$ cat src/rtl/mem_responder_pkg.sv
// Shared encodings and lane helpers for the memory responder.
// Big-endian: byte offset 0 of a word lives in bits [31:24].
package memif_pkg;

   localparam logic [1:0] DT_BYTE = 2'b00;
   localparam logic [1:0] DT_HALF = 2'b01;
   localparam logic [1:0] DT_WORD = 2'b10;

   localparam logic RW_READ  = 1'b1;
   localparam logic RW_WRITE = 1'b0;

   typedef enum logic [1:0] {
      S_IDLE = 2'b00,
      S_WAIT = 2'b01,
      S_DONE = 2'b10
   } state_e;

   // Byte offset inside the word after alignment; the reserved code behaves as word.
   function automatic logic [1:0] align_lo(input logic [1:0] dt, input logic [1:0] lo);
      case (dt)
         DT_BYTE: align_lo = lo;
         DT_HALF: align_lo = {lo[1], 1'b0};
         default: align_lo = 2'b00;
      endcase
   endfunction

   function automatic logic [3:0] lane_mask(input logic [1:0] dt, input logic [1:0] lo);
      case (dt)
         DT_BYTE: lane_mask = 4'b0001 << lo;
         DT_HALF: lane_mask = lo[1] ? 4'b1100 : 4'b0011;
         default: lane_mask = 4'b1111;
      endcase
   endfunction

   // Replicate narrow write data so every enabled lane sees its big-endian byte.
   function automatic logic [31:0] pack_wr(input logic [1:0] dt, input logic [31:0] d);
      case (dt)
         DT_BYTE: pack_wr = {4{d[7:0]}};
         DT_HALF: pack_wr = {2{d[15:0]}};
         default: pack_wr = d;
      endcase
   endfunction

   function automatic logic [31:0] fmt_read(input logic [1:0] dt, input logic [1:0] lo,
                                           input logic [31:0] w);
      case (dt)
         DT_BYTE: begin
            case (lo)
               2'd0:    fmt_read = {24'b0, w[31:24]};
               2'd1:    fmt_read = {24'b0, w[23:16]};
               2'd2:    fmt_read = {24'b0, w[15:8]};
               default: fmt_read = {24'b0, w[7:0]};
            endcase
         end
         DT_HALF: fmt_read = lo[1] ? {16'b0, w[15:0]} : {16'b0, w[31:16]};
         default: fmt_read = w;
      endcase
   endfunction

endpackage

$ cat src/rtl/mem_responder_if.sv
// MFA/MOC memory handshake between the control unit/datapath (master) and the responder (slave).
// MFA is level-held until MOC; four-phase, so MFA must return low between requests.
interface mem_responder_if #(parameter int ADDR_W = 8);
   logic              MFA;
   logic              RW;
   logic [1:0]        DT;
   logic [ADDR_W-1:0] ADDR;
   logic [31:0]       DATA_IN;
   logic [31:0]       DATA_OUT;
   logic              MOC;
   logic              BUSY;

   modport master (output MFA, RW, DT, ADDR, DATA_IN, input DATA_OUT, MOC, BUSY);
   modport slave  (input MFA, RW, DT, ADDR, DATA_IN, output DATA_OUT, MOC, BUSY);
endinterface

$ cat src/rtl/mem_responder_byte_lane_ram.sv
// Four byte-wide RAM lanes sharing one row address, per-lane write enable, registered word read.
// One-cycle read latency; no backpressure, accepts an access every cycle.
module byte_lane_ram #(
   parameter int ADDR_W = 8
) (
   input  logic              CLK,
   input  logic              rd_clr,
   input  logic [ADDR_W-3:0] row,
   input  logic [3:0]        wr_en,
   input  logic [31:0]       wr_dat,
   input  logic              rd_en,
   output logic [31:0]       rd_dat
);

   localparam int DEPTH = 2 ** (ADDR_W - 2);

   for (genvar i = 0; i < 4; i++) begin : g_lane
      logic [7:0] mem [DEPTH];
      logic [7:0] q;

      always_ff @(posedge CLK) begin
         if (wr_en[i]) begin
            mem[row] <= wr_dat[31-8*i -: 8];
         end
      end

      // Only the read register is cleared; array contents survive reset.
      always_ff @(posedge CLK) begin
         if (rd_clr) begin
            q <= 8'h00;
         end else if (rd_en) begin
            q <= mem[row];
         end
      end

      assign rd_dat[31-8*i -: 8] = q;
   end

endmodule

$ cat src/rtl/mem_responder.sv
// Memory responder: captures an MFA request, waits LATENCY cycles, performs one RAM access, raises MOC.
// MOC arrives LATENCY+1 cycles after request; held while MFA stays high, released one cycle after MFA drops.
module mem_responder
   import memif_pkg::*;
#(
   parameter int ADDR_W  = 8,
   parameter int LATENCY = 2
) (
   input  logic             CLK,
   input  logic             CLR,
   mem_responder_if.slave   bus
);

   localparam bit         ZERO_LAT = (LATENCY == 0);
   localparam logic [3:0] CNT_INIT = ZERO_LAT ? 4'd0 : 4'(LATENCY - 1);

   state_e            state;
   logic [3:0]        cnt;
   logic              cap_rw;
   logic [1:0]        cap_dt;
   logic [ADDR_W-1:0] cap_addr;
   logic [31:0]       cap_dat;
   logic              moc_q;
   logic              busy_q;
   logic [1:0]        last_dt;
   logic [1:0]        last_lo;

   logic              req_rw;
   logic [1:0]        req_dt;
   logic [ADDR_W-1:0] req_addr;
   logic [31:0]       req_dat;
   logic [1:0]        lo;
   logic              access;
   logic              rd_en;
   logic [3:0]        wr_en;
   logic [31:0]       rd_dat;

   // On the capture edge the live inputs are the request; afterwards the captured copy is.
   always_comb begin
      req_rw   = cap_rw;
      req_dt   = cap_dt;
      req_addr = cap_addr;
      req_dat  = cap_dat;
      if (state == S_IDLE) begin
         req_rw   = bus.RW;
         req_dt   = bus.DT;
         req_addr = bus.ADDR;
         req_dat  = bus.DATA_IN;
      end
   end

   assign lo     = align_lo(req_dt, req_addr[1:0]);
   assign access = CLR && (((state == S_IDLE) && bus.MFA && ZERO_LAT) ||
                           ((state == S_WAIT) && (cnt == 4'd0)));
   assign rd_en  = access && (req_rw == RW_READ);
   assign wr_en  = (access && (req_rw == RW_WRITE)) ? lane_mask(req_dt, lo) : 4'b0000;

   byte_lane_ram #(.ADDR_W(ADDR_W)) u_ram (
      .CLK    (CLK),
      .rd_clr (!CLR),
      .row    (req_addr[ADDR_W-1:2]),
      .wr_en  (wr_en),
      .wr_dat (pack_wr(req_dt, req_dat)),
      .rd_en  (rd_en),
      .rd_dat (rd_dat)
   );

   always_ff @(posedge CLK) begin
      if (!CLR) begin
         state    <= S_IDLE;
         cnt      <= 4'd0;
         moc_q    <= 1'b0;
         busy_q   <= 1'b0;
         cap_rw   <= RW_READ;
         cap_dt   <= DT_WORD;
         cap_addr <= '0;
         cap_dat  <= 32'h0;
         last_dt  <= DT_WORD;
         last_lo  <= 2'b00;
      end else begin
         if (rd_en) begin
            last_dt <= req_dt;
            last_lo <= lo;
         end
         case (state)
            S_IDLE: begin
               if (bus.MFA) begin
                  cap_rw   <= bus.RW;
                  cap_dt   <= bus.DT;
                  cap_addr <= bus.ADDR;
                  cap_dat  <= bus.DATA_IN;
                  busy_q   <= 1'b1;
                  if (ZERO_LAT) begin
                     state <= S_DONE;
                     moc_q <= 1'b1;
                  end else begin
                     state <= S_WAIT;
                     cnt   <= CNT_INIT;
                  end
               end
            end
            S_WAIT: begin
               if (cnt == 4'd0) begin
                  state <= S_DONE;
                  moc_q <= 1'b1;
               end else begin
                  cnt <= cnt - 4'd1;
               end
            end
            S_DONE: begin
               if (!bus.MFA) begin
                  state  <= S_IDLE;
                  moc_q  <= 1'b0;
                  busy_q <= 1'b0;
               end
            end
            default: begin
               state  <= S_IDLE;
               moc_q  <= 1'b0;
               busy_q <= 1'b0;
            end
         endcase
      end
   end

   assign bus.DATA_OUT = fmt_read(last_dt, last_lo, rd_dat);
   assign bus.MOC      = moc_q;
   assign bus.BUSY     = busy_q;

endmodule

$ cat src/flat_wrapper.sv
// flat-port wrapper written by rule: the top's interface ports become plain ports
module mem_responder_flat import memif_pkg::*;
#(
   parameter int ADDR_W  = 8,
   parameter int LATENCY = 2
)
  (CLK, CLR, bus_MFA, bus_RW, bus_DT, bus_ADDR, bus_DATA_IN, bus_DATA_OUT, bus_MOC, bus_BUSY);
  mem_responder_if #(.ADDR_W(ADDR_W)) bus_i ();
  input  logic CLK;
  input  logic CLR;
  input wire logic [$bits(bus_i.MFA)-1:0] bus_MFA;
  input wire logic [$bits(bus_i.RW)-1:0] bus_RW;
  input wire logic [$bits(bus_i.DT)-1:0] bus_DT;
  input wire logic [$bits(bus_i.ADDR)-1:0] bus_ADDR;
  input wire logic [$bits(bus_i.DATA_IN)-1:0] bus_DATA_IN;
  output wire logic [$bits(bus_i.DATA_OUT)-1:0] bus_DATA_OUT;
  output wire logic [$bits(bus_i.MOC)-1:0] bus_MOC;
  output wire logic [$bits(bus_i.BUSY)-1:0] bus_BUSY;
  assign bus_i.MFA = bus_MFA;
  assign bus_i.RW = bus_RW;
  assign bus_i.DT = bus_DT;
  assign bus_i.ADDR = bus_ADDR;
  assign bus_i.DATA_IN = bus_DATA_IN;
  assign bus_DATA_OUT = bus_i.DATA_OUT;
  assign bus_MOC = bus_i.MOC;
  assign bus_BUSY = bus_i.BUSY;
  mem_responder #(.ADDR_W(ADDR_W), .LATENCY(LATENCY)) u_core (.CLK(CLK), .CLR(CLR), .bus(bus_i));
endmodule
$ cat config.mk
export PLATFORM = sky130hd
export DESIGN_NAME = mem_responder_flat
export DESIGN_NICKNAME = d
export VERILOG_FILES = /design/src/rtl/mem_responder_pkg.sv /design/src/rtl/mem_responder_if.sv /design/src/rtl/mem_responder_byte_lane_ram.sv /design/src/rtl/mem_responder.sv /design/src/flat_wrapper.sv
export SDC_FILE = /design/constraint.sdc
export NUM_CORES = 2
export LEC_CHECK = 0
export ABC_AREA = 1
export ABC_CLOCK_PERIOD_IN_PS = 14600
export CAP_MARGIN = 40
export CORE_MARGIN = 5
export CORE_UTILIZATION = 26
export CTS_BUF_LIST = sky130_fd_sc_hd__clkbuf_4
export DETAILED_ROUTE_END_ITERATION = 8
export SLEW_MARGIN = 20
export SYNTH_ARGS = -nofsm -noshare
export SYNTH_HDL_FRONTEND = slang
export SYNTH_SLANG_ARGS = --single-unit
$ cat constraint.sdc
create_clock -name CLK -period 14.6 [get_ports CLK]
set_input_delay 1.46 -clock CLK [delete_from_list [all_inputs] [get_ports CLK]]
set_output_delay 1.46 -clock CLK [all_outputs]
set_load 0.05 [all_outputs]
; Word-level counts from Yosys, hierarchy flattened
; Memory sizes are Yosys's and may differ from the RTL's. A register that Yosys moved wholly into a read port is not among the register bits.
; Index checks and enable logic that the tools add are counted.
[word_totals]
reg_bits = 55
ram_bits = 2048
elab_cells = 80
memories = 4
[mem_list]
columns = memory, depth, width, rd, rd_clocked_by_memory_dff, wr, line
row1 = u_core.u_ram.g_lane[0].mem, 64, 8, 1, 1, 1, mem_responder_byte_lane_ram.sv:18  ; logic [7:0] mem [DEPTH];
row2 = u_core.u_ram.g_lane[1].mem, 64, 8, 1, 1, 1, mem_responder_byte_lane_ram.sv:18
row3 = u_core.u_ram.g_lane[2].mem, 64, 8, 1, 1, 1, mem_responder_byte_lane_ram.sv:18
row4 = u_core.u_ram.g_lane[3].mem, 64, 8, 1, 1, 1, mem_responder_byte_lane_ram.sv:18
[op_classes]
addsub = 1
eq_ne = 10
shift = 1
n_mux = 32
bitwise = 3
reduce_logical = 19
[ops]
columns = operator, n
row1 = one-hot mux 32 bit (2 select lines), 2
row2 = 2-to-1 mux 32 bit, 1
row3 = one-hot mux 8 bit (3 select lines), 1
row4 = 2-to-1 mux 16 bit, 1
row5 = 2-to-1 mux 4 bit, 4
row6 = one-hot mux 4 bit (2 select lines), 2
row7 = 2-to-1 mux 1 bit, 12
row8 = AND reduction 3 bit, 4
row9 = "== test 2 x 1 -> 1 bit, second input constant", 4
row10 = logical NOT 2 bit, 4
row11 = 2-to-1 mux 2 bit, 4
row12 = 2-to-1 mux 8 bit, 1
row13 = "inequality test 2 bit, second input constant", 4
row14 = one-hot mux 1 bit (3 select lines), 2
row15 = one-hot mux 2 bit (3 select lines), 1
row16 = "== test 2 bit, second input constant", 2
row17 = logical AND 1 bit, 4
row18 = logical NOT 1 bit, 4
row19 = logical NOT 4 bit, 1
row20 = one-hot mux 2 bit (2 select lines), 1
row21 = "left shift 1 x 2 -> 4 bit, first input constant", 1
row22 = "subtractor 4 x 1 -> 4 bit, second input constant", 1
row23 = NOT 1 bit, 3
row24 = AND reduction 2 bit, 1
row25 = nonzero test 2 bit, 1

; Longest topological paths before layout
[depth]
word_depth = 9
ltp_mapped = 15
depth_no_buf = 11

; Modules after synthesis
; From an unflattened synthesis, not the netlist that was laid out.
[unflattened]
hier_cells = 9440
area_unflattened_um2 = 91665.4
[by_module_without_submodules]
columns = module, instances, cells_per_inst, area_each_um2, seq_area_each_um2
row1 = byte_lane_ram, 1, 8861, 88147.0, 62139.6
row2 = mem_responder, 1, 579, 3518.4, 1101.1

; Least setup slack after synthesis
; No wires, ideal clock.
[synth_timing]
kind = input -> register
startpoint = input port bus_DT[1]
endpoint = memory u_core.u_ram.g_lane[2].mem[0][0], data pin
setup_time_ns = 0.702
arrival_ns = 4.466
required_ns = 13.898
path_slack_ns = 9.432
cell_stages = 5
n_path_buf = 1
cell_sequence = o21ai_2 inv_1 nor2_4 clkbuf_1 o21ai_0
[synth_between]
elab_chain_len = 3
elab_cells_between_ends = 4
classes_between = 1 x eq/ne / 2 x mux / 1 x reduce/logical
[synth_rtl]
columns = element, line
row1 = "start, declared", flat_wrapper.sv:13  ; input wire logic [$bits(bus_i.DT)-1:0] bus_DT;
row2 = 2-to-1 mux 2 bit (*), mem_responder.sv:44  ; if (state == S_IDLE) begin
row3 = == test 2 x 1 -> 1 bit / logical NOT 2 bit (equally long branches), mem_responder_pkg.sv:37  ; case (dt)
row4 = one-hot mux 32 bit (2 select lines) (*), mem_responder_pkg.sv:37
row5 = via u_core.u_ram.wr_dat[8], mem_responder_byte_lane_ram.sv:10  ; input logic [31:0] wr_dat,
row6 = "end, declared", mem_responder_byte_lane_ram.sv:18
; The timed path passes the listed nets; every way through them passes the cells marked *.

; Worst setup path in the final report
[layout_timing]
startpoint = register u_core.last_dt[1]
endpoint = output port bus_DATA_OUT[5]
[layout_between]
elab_chain_len = 2
elab_cells_between_ends = 3
classes_between = 1 x eq/ne / 1 x mux / 1 x reduce/logical
[layout_rtl]
columns = element, line
row1 = "start, declared", mem_responder.sv:25  ; logic [1:0] last_dt;
row2 = "start signal, assigned", mem_responder.sv:82  ; last_dt <= req_dt;
row3 = == test 2 x 1 -> 1 bit / logical NOT 2 bit (equally long branches), mem_responder_pkg.sv:46  ; case (dt)
row4 = one-hot mux 32 bit (2 select lines) (*), mem_responder_pkg.sv:46
row5 = "end, declared", flat_wrapper.sv:16  ; output wire logic [$bits(bus_i.DATA_OUT)-1:0] bus_DATA_OUT;
; Mark *: on every way between the ends. The rest lies on a longest branch, timed or not.

==> impl_metrics.csv <==
group,metric,value,unit
route,dr.pass1.iters,9,
clocking,holdBufCountCts,0,
min_path,whs_endpoint,"u_core.cap_dat[13]",
timing,setup_viol,0,
yosys,synth_area,92300,um2
yosys,yosys_register_bits,2135,
yosys,syn_nets,8915,
clocking,ctsRootBufferMaster,"clkbuf_4",
finish,layout.nets,9431,
finish,final_cell_mix,"nand2_1 (2506), edfxtp_1 (2048), inv_1 (1827)",
job,max_cap_viol_count,0,
placed_design,routabilityCongestion,0.811,
yosys,synth-xor-area-share,0,%
die,rows,218,
die,chipHeight,606,um
yosys,synth_warnings,0,
placed_design,io_buffers,79,
die,core,353000,um2
yosys,synth_fa_ha_area_share,0.0271,%
grt,antenna_found_initial,22,
route,drt-vias-per-instance,4.38,
worst_setup_path,cp_max_fo,25,
yosys,synthSimpleGateAreaFrac,16.6,%
clocking,clkSlewWorstSetupHoldPaths,0.06,ns
clocking,post_cts.repair.setup_buffers,0,
clocking,cts_max_path_buffers,4,
timing,rsz0062_at_grt,"false",
yosys,synthMuxAreaShare,0.0976,%
worst_setup_path,r2r-start,"u_core.state[1]",
timing,layout_min_cycle_time,5.57,ns
placed_design,hpwl,159000,um
clocking,htreeDepth,6,
route,drt-total-wl,270000,um
die,start_util,26.1,%
worst_setup_path,reg2reg_depth,14,
timing,slew_headroom,29.3,%
finish,fillers,36173,
yosys,synthCells,8867,
die,io_pins,80,
clocking,clock-sinks,2135,
die,die_area,367000,um2
status,violations,"DRC",
route,vias,63692,
timing,worst_slew_pin_slew,1.06,ns
worst_setup_path,arrival,4.11,ns
route,drtIter0Drc,6620,
power,powerDensity,141,nW/um2
worst_setup_path,cpMaxStageDelayCell,"dfxtp_1",
min_path,min_from,"u_core.cap_dat[13]",
worst_setup_path,rr_endpoint,"u_core.u_ram.g_lane[1].q[3]",
finish,layout_commonest_cell,"nand2_1",
worst_setup_path,worstPathCellList,"inv_1 -> o21ai_1 -> o221ai_1 -> clkdlybuf4s50_1",
min_path,min_path_cells,2,
grt,grt_util_all_layers,14.2,%
yosys,ys_types,35,
finish,postLayoutCoreUtil,30.3,%
yosys,syn_area_per_cell,10.4,um2
timing,period_share,38.2,%
grt,grt_max_degree,198,
status,outcome,"finished, violations left",
route,postRouteAntennaNets,0,
finish,multi_input_area,20300,um2
yosys,yosysSeqAreaShare,68.5,%
worst_setup_path,setup.worst_path.class,"flip-flop to output port",
clocking,cts_tree,"done",
die,die_w,606,um
grt,overflow,0,
worst_setup_path,start_kind,"flip-flop",
timing,finalHoldViolations,0,
finish,drive_gt1_share,13.3,%
yosys,synth_top_family_by_area,"simple AND/OR/NAND/NOR gates",
timing,fmax,179,MHz
finish,regArea,63200,um2
clocking,numCtsBuffers,586,
yosys,synth_compound_area_share,4.74,%
grt,grt_pass1_wl,392000,um
min_path,hold_path_class,"flip-flop to flip-flop",
finish,syn2layout_area_growth,16.0,%
clocking,clk_latency,1.40,ns
power,leakage,44.1,nW
timing,final_max_slew_viol_count,0,
power,vdd_ir_drop_max,0.111,mV
route,avgRoutedWirePerCell,18.6,um
worst_setup_path,setup.worst_path.end_class,"output port",
clocking,cts.repair.resized,0,
timing,final.setup.tns,0,ns
timing,skew,0.124,ns
worst_setup_path,cp.required,13.14,ns
grt,grt_pass1_vias,59918,
worst_setup_path,rrSetupSlack,9.60,ns
route,drc_errors,2,
worst_setup_path,cpPeakStageDelay,0.86,ns
## worst max-delay path: cells and delay by family, from the launching register on
| kind | cells | cell delay (ns) |
|---|---|---|
| AOI/OAI and AO/OA | 2 | 0.77 |
| buffers and inverters | 2 | 1.16 |
| DFF | 1 | 0.86 |
## sequential cells by signal, summed over array words and instances, names as in the netlist
register,count
u_core.bus.BUSY,1
u_core.bus.MOC,1
u_core.cap_addr,8
u_core.cap_dat,32
u_core.cap_dt,2
u_core.cap_rw,1
u_core.cnt,4
u_core.last_dt,2
u_core.last_lo,2
u_core.state,2
u_core.u_ram.g_lane.mem,2048
u_core.u_ram.g_lane.q,32
## stage by stage
| step | std cells | hold WS [ns] | setup slack, ns | total power, mW | instance area (um2) |
|---|---|---|---|---|---|
| 2_1_floorplan | 8867 | 0.430 | 9.43 | 8.83 | 92300 |
| 3_3_place_gp | 13326 | 0.439 | 8.44 | 9.82 | 97900 |
| 3_5_place_dp | 13448 | 0.444 | 8.40 | 9.86 | 99100 |
| 4_1_cts | 14430 | 0.445 | 8.91 | 15.2 | 106000 |
| 5_1_grt | 14515 | 0.471 | 8.69 | 15.8 | 107000 |
| 6_report | 14527 | 0.453 | 9.03 | 15.1 | 107000 |
## synth_stat cells (all sizes together)
cell type  number  share of area (%)
o22ai           8              0.054
a21oi          76               0.41
ha              2              0.027
a21boi          1             0.0081
nand4          65               0.44
a211oi          2              0.016
a31oi           9              0.061
dfxtp          87                1.9
clkbuf        118               0.48
nor2          359                1.6
edfxtp       2048                 67
o21ai         304                1.7
or2            10              0.068
inv          1841                7.5
o211ai        290                2.4
o31ai           1             0.0081
nand3         776                4.2
o221ai         15               0.14
mux2i           9              0.098
clkinv          1             0.0041
nand2        2515                 10
nor3            9              0.087
buf           321                2.0
## report_power, final
group	switching (mW)	total [mW]	internal, mW	leakage (nW)
logic	2.03	2.58	0.546	20.5
clock network	2.45	5.34	2.89	4.40
registers	0.0239	7.18	7.16	19.1
## logic make-up (layout without fill, tap and decap cells)
group,after synthesis,in the layout
other,0,20
buffers and inverters,2281,3191
muxes,9,9
and+or+nand+nor,3734,3734
DFF,2135,2135
adders and majority gates,2,2
AOI/OAI and AO/OA,706,706
## layout make-up
| class | count | share of cell area, % |
|---|---|---|
| Inverter | 1842 | 6.46 |
| Antenna cell | 20 | 0.0467 |
| Clock buffer | 896 | 6.28 |
| Timing Repair Buffer | 367 | 3.23 |
| Tap cell | 4730 | 5.53 |
| Sequential cell | 2135 | 59.0 |
| Multi-Input combinational cell | 4451 | 18.9 |
| Clock inverter | 86 | 0.491 |
## how the worst max path moves through the flow
stage,slack (ns),endpoint,startpoint,cells after the start
after floorplan,9.43,u_core.u_ram.g_lane[2].mem[0][0],bus_DT[1],5
after global placement,8.44,u_core.u_ram.g_lane[1].q[3],bus_ADDR[2],14
after detailed placement,8.40,u_core.u_ram.g_lane[1].q[3],bus_ADDR[2],14
after CTS,8.91,bus_DATA_OUT[5],u_core.last_dt[1],4
after global routing,8.69,bus_DATA_OUT[5],u_core.last_dt[1],4
final,9.03,bus_DATA_OUT[5],u_core.last_dt[1],4
## per-layer routing
metal / routed length, um / track usage, % / share of wire [%]
met1: 110000 / 18.3 / 41
met2: 123000 / 22.3 / 46
met3: 23500 / 3.34 / 8.7
met4: 13200 / 7.39 / 4.9
met5: 252 / 0 / 0.093
(Power assumes the default switching activity.)
